## src/rtl/clk_div_prog.sv

```systemverilog
// ---------------------------------------------------------------------------
// clk_div_prog
//
// Programmable clock-enable and divided-clock generator. A phase counter runs
// from 0 to N-1 while `en` is high. Each time it wraps, the block emits a
// one-cycle `tick` and toggles the 50 % duty square wave `sq`. The divide
// ratio N can be changed at run time. A new ratio is only applied on a wrap
// edge, so no period is ever cut short or stretched.
//
// Parameters
//   WIDTH        counter and divisor width in bits
//   DEFAULT_DIV  divisor loaded by reset (1 .. 2^WIDTH-1)
//
// Ports
//   clk     in   system clock; all logic runs on its rising edge
//   rst     in   synchronous, active-high reset
//   en      in   count enable; when low the phase freezes
//   load    in   one-cycle strobe that captures div_in
//   div_in  in   new divisor N (0 is treated as 1)
//   tick    out  one-cycle pulse at each period boundary (registered)
//   sq      out  square wave, toggles at each period boundary (registered)
//   cnt     out  current phase count, 0 .. N-1 (registered)
// ---------------------------------------------------------------------------
module clk_div_prog #(
    parameter int WIDTH       = 23,
    parameter int DEFAULT_DIV = 4194304
) (
    input  logic             clk,
    input  logic             rst,
    input  logic             en,
    input  logic             load,
    input  logic [WIDTH-1:0] div_in,
    output logic             tick,
    output logic             sq,
    output logic [WIDTH-1:0] cnt
);

    localparam logic [WIDTH-1:0] DIV_RST = WIDTH'(DEFAULT_DIV);
    localparam logic [WIDTH-1:0] ONE     = WIDTH'(1);

    // Active divisor, plus a one-deep pending slot for a ratio that arrives
    // mid-period.
    logic [WIDTH-1:0] div_act;
    logic [WIDTH-1:0] div_pend;
    logic             pend_v;

    // A requested divisor of 0 would never wrap, so it is clamped to 1.
    logic [WIDTH-1:0] div_load;
    assign div_load = (div_in == '0) ? ONE : div_in;

    // div_act is always at least 1, so div_act - 1 cannot underflow.
    logic wrap;
    assign wrap = en && (cnt == div_act - ONE);

    // Next-state values
    logic [WIDTH-1:0] cnt_nxt;
    logic [WIDTH-1:0] div_act_nxt;
    logic [WIDTH-1:0] div_pend_nxt;
    logic             pend_v_nxt;
    logic             tick_nxt;
    logic             sq_nxt;

    always_comb begin
        cnt_nxt      = cnt;
        div_act_nxt  = div_act;
        div_pend_nxt = div_pend;
        pend_v_nxt   = pend_v;
        tick_nxt     = 1'b0;
        sq_nxt       = sq;

        if (wrap) begin
            cnt_nxt  = '0;
            tick_nxt = 1'b1;
            sq_nxt   = ~sq;
            // A load that lands on the wrap edge governs the period that
            // starts here. It takes priority over an older pending value.
            if (load) begin
                div_act_nxt = div_load;
                pend_v_nxt  = 1'b0;
            end else if (pend_v) begin
                div_act_nxt = div_pend;
                pend_v_nxt  = 1'b0;
            end
        end else begin
            if (en) begin
                cnt_nxt = cnt + ONE;
            end
            // Loads are accepted even while counting is frozen. When several
            // loads arrive before a wrap, the last one wins.
            if (load) begin
                div_pend_nxt = div_load;
                pend_v_nxt   = 1'b1;
            end
        end
    end

    always_ff @(posedge clk) begin
        if (rst) begin
            cnt      <= '0;
            div_act  <= DIV_RST;
            div_pend <= DIV_RST;
            pend_v   <= 1'b0;
            tick     <= 1'b0;
            sq       <= 1'b0;
        end else begin
            cnt      <= cnt_nxt;
            div_act  <= div_act_nxt;
            div_pend <= div_pend_nxt;
            pend_v   <= pend_v_nxt;
            tick     <= tick_nxt;
            sq       <= sq_nxt;
        end
    end

endmodule

```

## config.mk

```make
export PLATFORM = sky130hd
export DESIGN_NAME = clk_div_prog
export DESIGN_NICKNAME = d
export VERILOG_FILES = /design/src/rtl/clk_div_prog.sv
export SDC_FILE = /design/constraint.sdc
export NUM_CORES = 1
export LEC_CHECK = 0
export BUFFER_PORTS_ARGS = -buffer_cell sky130_fd_sc_hd__buf_2
export CORE_MARGIN = 4
export CORE_UTILIZATION = 46
export DETAILED_ROUTE_END_ITERATION = 6
export GPL_TIMING_DRIVEN = 0
export PLACE_DENSITY = 0.65
export SLEW_MARGIN = 20
export SYNTH_ARGS = -nofsm -noshare
export SYNTH_HDL_FRONTEND = slang
export SYNTH_SLANG_ARGS = --single-unit
```

## constraint.sdc

```tcl
create_clock -name clk -period 4.02 [get_ports clk]
set_input_delay 0.402 -clock clk [delete_from_list [all_inputs] [get_ports clk]]
set_output_delay 0.402 -clock clk [all_outputs]
set_load 0.05 [all_outputs]
```

Yosys cells after proc, flatten, opt, wreduce, memory -nomap -nowiden
Index checks and enable logic that the tools add are counted.

Register bits: 72. Bits of input ports: 27. Output and inout bits: 25.

Add/subtract/negate cells: 2. Eq/ne operators: 1. Mux-type cells: 4. Bitwise operators: 2. Reductions and logical operators: 6.

Operators by type and width (number): $mux W23 (3); $add A23 B1 Y23 const B (1); $eq A23 B23 Y1 (1); $logic_not A23 Y1 (1); $sub A23 B1 Y23 const B (1); $reduce_and A2 Y1 (2); $not A1 Y1 (2); $reduce_bool A2 Y1 (1); $reduce_or A2 Y1 (1); $logic_and A1 B1 Y1 (1); $mux W1 (1).

Longest topological paths before layout
Gate-level depths: netlist (run 1).

Depth in word-level cells: 5. Mapped depth: 14. Gate-level depth less buffers: 9.

Worst setup path after synthesis (run 1)
Ideal clock, no wire load.

Kind: reg2reg. Start point: register div_act[0]. End point: register div_act[0]. Library setup time: 123 ps. Data arrival time: 3559 ps. Data required time: 3897 ps. Setup slack: 338 ps. Stages on the path, launching flop included: 11. Period minus slack after synthesis: 3682 ps. Cell sequence: dfxtp_1 inv_1 ha_1 nor4b_1 nand3_1 or4b_1 a311o_1 a311o_1 or4_1 buf_2 mux2_1.

Cells in the longest elaborated chain, start to end: 4.

Ends and longest elaborated chain: start: declaration (RTL line 43) `logic [WIDTH-1:0] div_act;`; start signal: assignment (RTL line 107) `div_act <= div_act_nxt;`; $sub A23 B1 Y23 (RTL line 53) `assign wrap = en && (cnt == div_act - ONE);`; $eq A23 B23 Y1 (RTL line 53); $logic_and A1 B1 Y1 (RTL line 53); $reduce_and A2 Y1 (no line).

No other way between the ends. A chain may end at the register's enable or synchronous reset.

Final worst setup path (run 1)
Start point: register div_act[12]. End point: register div_act[0].

Same word-level chain as after synthesis.

==> results of run 1 <==
-- critical path, delay by kind of cell (launching register included) --
kind,cells,cell delay (ns)
muxes,1,0.34
buffers and inverters,1,0.18
AOI/OAI and AO/OA,2,0.77
and+or+nand+nor,4,2.07
DFF,1,0.38
-- registers in the layout (all words and copies together) (netlist names) --
| signal | flops |
|---|---|
| div_act | 23 |
| pend_v | 1 |
| div_pend | 23 |
| cnt | 23 |
| sq | 1 |
| tick | 1 |
-- report_power, final --
| group | leakage [nW] | internal, mW | switching (mW) |
|---|---|---|---|
| registers | 0.588 | 0.738 | 0.0178 |
| clock network | 0.108 | 0.332 | 0.284 |
| logic | 1.62 | 0.0714 | 0.0970 |
| total | 2.31 | 1.14 | 0.399 |
-- what timing repair did --
action	4_1_cts	5_1_grt
pin swaps	0	1
hold buffers	0	0
setup endpoints to repair	20	67
gates resized for setup	6	18
buffers inserted	0	2
gates cloned	0	0
-- logic make-up (layout without fill, tap and decap cells) --
kind of cell	after synthesis	count (layout)	share of synthesized area [%]
flops	72	72	30.21
compound gates	90	90	12.67
xor+xnor	49	49	8.996
mux	45	45	9.940
buf+inv	64	129	5.533
fa+ha+maj	2	2	0.5244
simple gates	293	293	32.13
-- stage by stage --
step                setup WS [ns]  setup TNS, ns  utilization (%)
floorplan                  0.3376              0                -
global placement          -0.5218         -18.05            52.06
detailed placement        -0.3509         -5.848            52.12
CTS                     0.0007785              0            54.35
global route              0.04412              0            54.89
finish                     0.1628              0            54.89
-- cell usage in the layout (no fill, tap or decap), types with 23 or more instances in the layout --
| cell | synthesis | layout |
|---|---|---|
| sky130_fd_sc_hd__mux2i_1 | 26 | 26 |
| sky130_fd_sc_hd__nand2_1 | 83 | 83 |
| sky130_fd_sc_hd__a21oi_1 | 23 | 23 |
| sky130_fd_sc_hd__or4_1 | 28 | 27 |
| sky130_fd_sc_hd__buf_2 | 1 | 52 |
| sky130_fd_sc_hd__clkbuf_1 | 44 | 35 |
| sky130_fd_sc_hd__nand3_1 | 33 | 33 |
| sky130_fd_sc_hd__nor2_1 | 51 | 51 |
| sky130_fd_sc_hd__xnor2_1 | 33 | 33 |
| sky130_fd_sc_hd__dfxtp_1 | 72 | 72 |
| sky130_fd_sc_hd__and3_1 | 28 | 28 |
-- Yosys cell counts (5+ instances only) --
| cell type | count |
|---|---|
| sky130_fd_sc_hd__nand2_1 | 83 |
| sky130_fd_sc_hd__xnor2_1 | 33 |
| sky130_fd_sc_hd__mux2_2 | 18 |
| sky130_fd_sc_hd__and3_1 | 28 |
| sky130_fd_sc_hd__or4_1 | 28 |
| sky130_fd_sc_hd__o21ai_0 | 22 |
| sky130_fd_sc_hd__clkbuf_1 | 44 |
| sky130_fd_sc_hd__xor2_1 | 16 |
| sky130_fd_sc_hd__nand4_1 | 8 |
| sky130_fd_sc_hd__nand3_1 | 33 |
| sky130_fd_sc_hd__nor4_1 | 10 |
| sky130_fd_sc_hd__mux2i_1 | 26 |
| sky130_fd_sc_hd__nor3_1 | 11 |
| sky130_fd_sc_hd__nor2_1 | 51 |
| sky130_fd_sc_hd__o211ai_1 | 7 |
| sky130_fd_sc_hd__nor3b_1 | 21 |
| sky130_fd_sc_hd__dfxtp_1 | 72 |
| sky130_fd_sc_hd__inv_1 | 11 |
| sky130_fd_sc_hd__a21oi_1 | 23 |
| sky130_fd_sc_hd__a21o_1 | 5 |
-- path summary, 6_finish.rpt --
path	slack (ns)	cells past startpoint	end	from
worst max-delay path	0.16	8	div_act[0]	div_act[12]
worst min-delay path	0.37	3	pend_v	load
worst max register to register	0.16	8	div_act[0]	div_act[12]
worst min register to register	0.49	2	pend_v	pend_v
-- layer usage --
metal	vias up	part of all wire, %
met4	0	1.1
met5	-	0
met3	15	5.8
met2	156	48
met1	2266	45
li1	2323	-
-- area by class of cell --
cell class              instances  area [um2]
inverters                      12       45.04
flip-flops and latches         72        1441
plain buffers                  51       230.2
repair buffers                 51       260.3
clock inverters                 3       40.04
fillers                       973        4491
clock buffers                  12       165.2
well taps                     133       166.4
multi-input cells             479        3115
==> results.yml, run 1 <==
run_status:
  status: "completed"
setup_path:
  critical_path.max_fanout: 7
  cp_data_arrival_time_ns: 4.09
  timing.critical_path.to_type: "register"
  critPathKind: "reg2reg"
  crit_chain: "or4_4 > or4_4 > or4b_1 > a311o_1 > a311o_1 > or4_1 > buf_2 > mux2_1"
  critical_path.max_stage_delay_ns: 0.58
  crit_path_start_kind: "register"
  required_ns: 4.25
  crit_slowest_cell: "sky130_fd_sc_hd__or4_4"
routing:
  remaining_drc_errors: 0
  first_pass_iters: 6
  detailedRoute.firstIterationViolations: 294
  drt_wl_total_mm: 14.03
  antenna_left: 0
  post_drt_wl_per_cell_um: 17.26
  route.vias.total: 4760
  vias_per_cell: 5.855
pwr:
  cellPowerDensity_mw_per_mm2: 281.9
  p_total_mw: 1.540
  total_leakage_power_nw: 2.312
  ir_drop_v: 0.0001709
synth:
  synth.lib_cells_used.distinct: 56
  yosysWarningCount: 0
  synth_largest_area_cell: "sky130_fd_sc_hd__dfxtp_1"
  synth.ff_latch_count: 72
  synthCells: 615
  syn-mean-instance-area_um2: 7.757
  synth_top_area_share_pct: 30.21
  synth_sequential_area_ratio_pct: 30.21
  netlist_area_mm2: 0.004771
  async_s_r_ff_share_synth_pct: 0
  synth_area_leaders: "sky130_fd_sc_hd__dfxtp_1 30%, sky130_fd_sc_hd__nand2_1 6.5%, sky130_fd_sc_hd__xnor2_1 6.1%"
  syn-num-nets: 644
  edff_count_synth: 0
  synth_ff_type: "sky130_fd_sc_hd__dfxtp_1"
global_routing:
  grt_max_degree: 12
  grt.overflow.total: 0
  use_met2_pct: 38.86
  grt_use_total_pct: 24.09
  grt-busiest-layer: "met2"
  wire_length_of_the_first_global_routing_pass_mm: 22.95
  grt_use_met3_pct: 4.815
  grt_antenna_before_repair: 0
  use_met1_pct: 33.33
  grt_pass1_vias: 4579
sta:
  timing_hold_violations_final: 0
  timing.clock.skew_ns: 0.007171
  relSlewSlack_pct: 37.54
  period_share_pct: 95.95
  worst_hold_slack_across_all_endpoints_ns: 0.3728
  final-setup-viol-count: 0
  timing.fmax_mhz: 259.3
  rsz0062_at_grt: "no"
  worst_tran_pin_value_ns: 0.9283
  fin_crit_ns: 3.857
  timing.final.max_slew_violations: 0
worst_hold_path:
  timing.hold.worst.class: "in2reg"
placement:
  dpl_cell_area_mm2: 0.005189
  port_buffers: 49
  dp.cells: 797
  hpwlAfterDp_mm: 10.25
  gp_congestion: 0.8883
floorplan:
  die_width_um: 109.8
  fp.dieArea_mm2: 0.01206
  std_cell_rows: 36
  design.portCount: 52
  starting_density_of_the_core_pct: 47.93
  core-area_mm2: 0.009955
  die_height_um: 109.8
cts:
  cts_sinks: 72
  clkLatencyLatePin_ns: 0.35
  cts_bufs_inserted: 9
  cts_max_level: 3
  root_buffer: "sky130_fd_sc_hd__clkbuf_8"
  clkSlewWorstSetupHoldPaths_ns: 0.08
  clock_tree.buffer_depth: 2
  clock_tree_from_tritoncts: "done"
layout:
  proportion_of_layout_cells_with_a_drive_suffix_above_1_pct: 15.88
  nNetsFinal: 705
  fin_area_mm2: 0.005464
  area.growth.synth_to_final_pct: 14.53
  final_cell_count_no_fill: 813
  n_antenna_cell: 0
run:
  max-cap-violations: 0
(Power assumes the default switching activity.)
==> run 2, diff against run 1 <==
--- a/config.mk
+++ b/config.mk
@@ -5,10 +5,12 @@
 export SDC_FILE = /design/constraint.sdc
 export NUM_CORES = 1
 export LEC_CHECK = 0
+export ABC_AREA = 1
 export BUFFER_PORTS_ARGS = -buffer_cell sky130_fd_sc_hd__buf_2
 export CORE_MARGIN = 4
 export CORE_UTILIZATION = 46
 export DETAILED_ROUTE_END_ITERATION = 6
+export GPL_ROUTABILITY_DRIVEN = 0
 export GPL_TIMING_DRIVEN = 0
 export PLACE_DENSITY = 0.65
 export SLEW_MARGIN = 20
==> results.yml, run 2 <==
run_status:
  status: "completed"
sta:
  fin_crit_ns: 2.566
  timing_hold_violations_final: 0
  rsz0062_at_grt: "no"
  worst_hold_slack_across_all_endpoints_ns: 0.2491
  tns_ns: 0
  relSlewSlack_pct: 66.88
  final-setup-viol-count: 0
  timing.clock.skew_ns: 0.008705
  worst_tran_pin_value_ns: 0.4922
  timing.fmax_mhz: 389.7
  timing.final.max_slew_violations: 0
  period_share_pct: 63.84
  timing.final.ws_setup_ns: 1.454
layout:
  final_common_cell: "sky130_fd_sc_hd__nand2_1"
  biggest_regs: "cnt x23, div_act x23, div_pend x23"
  nNetsFinal: 794
  proportion_of_layout_cells_with_a_drive_suffix_above_1_pct: 15.84
  area.growth.synth_to_final_pct: 13.52
  filler_cell_count: 972
  area_used_by_multi_input_combinational_logic_mm2: 0.002550
  fin_util_pct: 54.27
  n_antenna_cell: 0
  most-common-layout-cells: "196 x sky130_fd_sc_hd__nand2_1, 131 x sky130_fd_sc_hd__nor2_1, 90 x sky130_fd_sc_hd__inv_1"
  final_cell_count_no_fill: 899
  fin_area_mm2: 0.005062
  final-seq-area_mm2: 0.001441
pwr:
  cellPowerDensity_mw_per_mm2: 281.8
  p_seq_share_pct: 51.8
  p_sw_mw: 0.3770
  power.share.combinational_pct: 9.0
  total_leakage_power_nw: 2.708
  power_frac_clock_pct: 39.2
  ir_drop_v: 0.0001416
  power.internal_mw: 1.049
  power.switching_fraction_pct: 26.43
  p_total_mw: 1.426
global_routing:
  use_met1_pct: 25.96
  grt_use_met3_pct: 2.914
  grt-busiest-layer: "met2"
  wire_length_of_the_first_global_routing_pass_mm: 18.53
  grt.overflow.total: 0
  grt_pass1_vias: 4033
  grt_antenna_before_repair: 0
  grt_use_total_pct: 20.22
  use_met2_pct: 33.76
  grt_max_degree: 13
synth:
  synth_area_leaders: "sky130_fd_sc_hd__dfxtp_1 32%, sky130_fd_sc_hd__nand2_1 16%, sky130_fd_sc_hd__nor2_1 11%"
  async_s_r_ff_share_synth_pct: 0
  synth_largest_area_cell: "sky130_fd_sc_hd__dfxtp_1"
  synth_ff_type: "sky130_fd_sc_hd__dfxtp_1"
  ys_top_cells_by_count: "196 x sky130_fd_sc_hd__nand2_1, 131 x sky130_fd_sc_hd__nor2_1, 90 x sky130_fd_sc_hd__inv_1, 72 x sky130_fd_sc_hd__dfxtp_1, 36 x sky130_fd_sc_hd__nand3_1"
  synthCells: 704
  edff_count_synth: 0
  syn-num-nets: 733
  yosysWarningCount: 0
  synth_top_area_share_pct: 32.32
  synth.ff_latch_count: 72
  most_used_standard_cell_by_instance_count_after_synthesis: "sky130_fd_sc_hd__nand2_1"
  syn-mean-instance-area_um2: 6.334
  netlist_area_mm2: 0.004459
  synth_sequential_area_ratio_pct: 32.32
  synth.lib_cells_used.distinct: 38
setup_path:
  critical_path.max_stage_delay_ns: 0.33
  critical_path.max_fanout: 10
  critPathKind: "reg2reg"
  cp_data_arrival_time_ns: 2.80
  worst_path_most_repeated_cell: "sky130_fd_sc_hd__nand2_1"
  timing.critical_path.to_type: "register"
  required_ns: 4.25
  critical-path-top-delay-family: "simple AND/OR/NAND/NOR gates"
  crit_path_start_kind: "register"
  critPathBufInv: 2
  crit_slowest_cell: "sky130_fd_sc_hd__dfxtp_1"
  crit_chain: "inv_1 > ha_1 > nand2_4 > nor2_4 > nand2_2 > nor2_1 > nand2_1 > nand3_1 > nand2_1 > nor2_4 > nand3_4 > nand2_1 > buf_2 > nor2_1"
placement:
  dpl_cell_area_mm2: 0.004871
  dp.cells: 883
  hpwlAfterDp_mm: 8.666
  port_buffers: 50
  pre_cts_ws_ns: 1.479
floorplan:
  fp.dieArea_mm2: 0.01133
  die_height_um: 106.5
  starting_density_of_the_core_pct: 47.81
  die_width_um: 106.5
  std_cell_rows: 35
  core-area_mm2: 0.009328
  design.portCount: 52
routing:
  drt_wl_total_mm: 11.03
  remaining_drc_errors: 0
  detailedRoute.firstIterationViolations: 181
  post_drt_wl_per_cell_um: 12.27
  vias_per_cell: 4.774
  route.vias.total: 4292
  antenna_left: 0
  first_pass_iters: 5
cts:
  clkLatencyLatePin_ns: 0.35
  cts_max_level: 3
  clock_tree.buffer_depth: 2
  clock_tree_from_tritoncts: "done"
  cts_sinks: 72
  cts.hold.buffers_added: 0
  root_buffer: "sky130_fd_sc_hd__clkbuf_8"
  clkSlewWorstSetupHoldPaths_ns: 0.08
  post_cts_setup_repair_buffer_count: 0
  cts_bufs_inserted: 9
  number_of_gates_resized_after_cts: 0
worst_hold_path:
  timing.hold.worst.class: "in2reg"
run:
  max-cap-violations: 0
[run 2: per-layer routing]
metal,vias up,routed length [um]
li1,2287,-
met1,1856,5035
met2,123,4968
met3,26,669
met4,0,354
met5,-,0
[run 2: path summary, 6_finish.rpt]
kind,end,from,slack (ns),depth (start not counted)
max reg2reg,cnt[21],div_act[0],1.45,14
max,cnt[21],div_act[0],1.45,14
min,div_pend[4],rst,0.25,2
min reg2reg,sq,sq,0.46,1
[run 2: final cells by class]
| cell class | instances | share of cell area (%) |
|---|---|---|
| clock inverters | 4 | 0.5190 |
| plain buffers | 23 | 2.422 |
| clock buffers | 12 | 3.262 |
| inverters | 92 | 6.822 |
| multi-input cells | 517 | 50.37 |
| well taps | 129 | 3.188 |
| repair buffers | 50 | 4.943 |
| flip-flops and latches | 72 | 28.47 |
[run 2: power by group through the flow]
stage               sequential (mW)  combinational [mW]  clock (mW)
finish                        0.738               0.129       0.559
global route                  0.741               0.146       0.598
CTS                           0.738               0.129       0.567
detailed placement            0.755               0.128           0
global placement              0.754               0.126           0
floorplan                     0.759              0.0810           0
[run 2: worst reg2reg max path, stage by stage, from the launching register on]
cell and delay (ns):
sky130_fd_sc_hd__dfxtp_1 0.33, sky130_fd_sc_hd__inv_1 0.15, sky130_fd_sc_hd__ha_1 0.28, sky130_fd_sc_hd__nand2_4 0.12, sky130_fd_sc_hd__nor2_4 0.17, sky130_fd_sc_hd__nand2_2 0.11, sky130_fd_sc_hd__nor2_1 0.10, sky130_fd_sc_hd__nand2_1 0.07
sky130_fd_sc_hd__nand3_1 0.08, sky130_fd_sc_hd__nand2_1 0.10, sky130_fd_sc_hd__nor2_4 0.17, sky130_fd_sc_hd__nand3_4 0.12, sky130_fd_sc_hd__nand2_1 0.25, sky130_fd_sc_hd__buf_2 0.31, sky130_fd_sc_hd__nor2_1 0.09
[run 2: kinds of logic (layout without fill, tap and decap cells)]
logic type / count (synthesis) / after routing / share of synthesized area [%]
buf+inv: 115 / 181 / 10.49
fa+ha+maj: 2 / 2 / 0.5611
simple gates: 438 / 438 / 45.20
xor+xnor: 28 / 28 / 5.500
mux: 2 / 2 / 0.4770
flops: 72 / 72 / 32.32
compound gates: 47 / 47 / 5.443
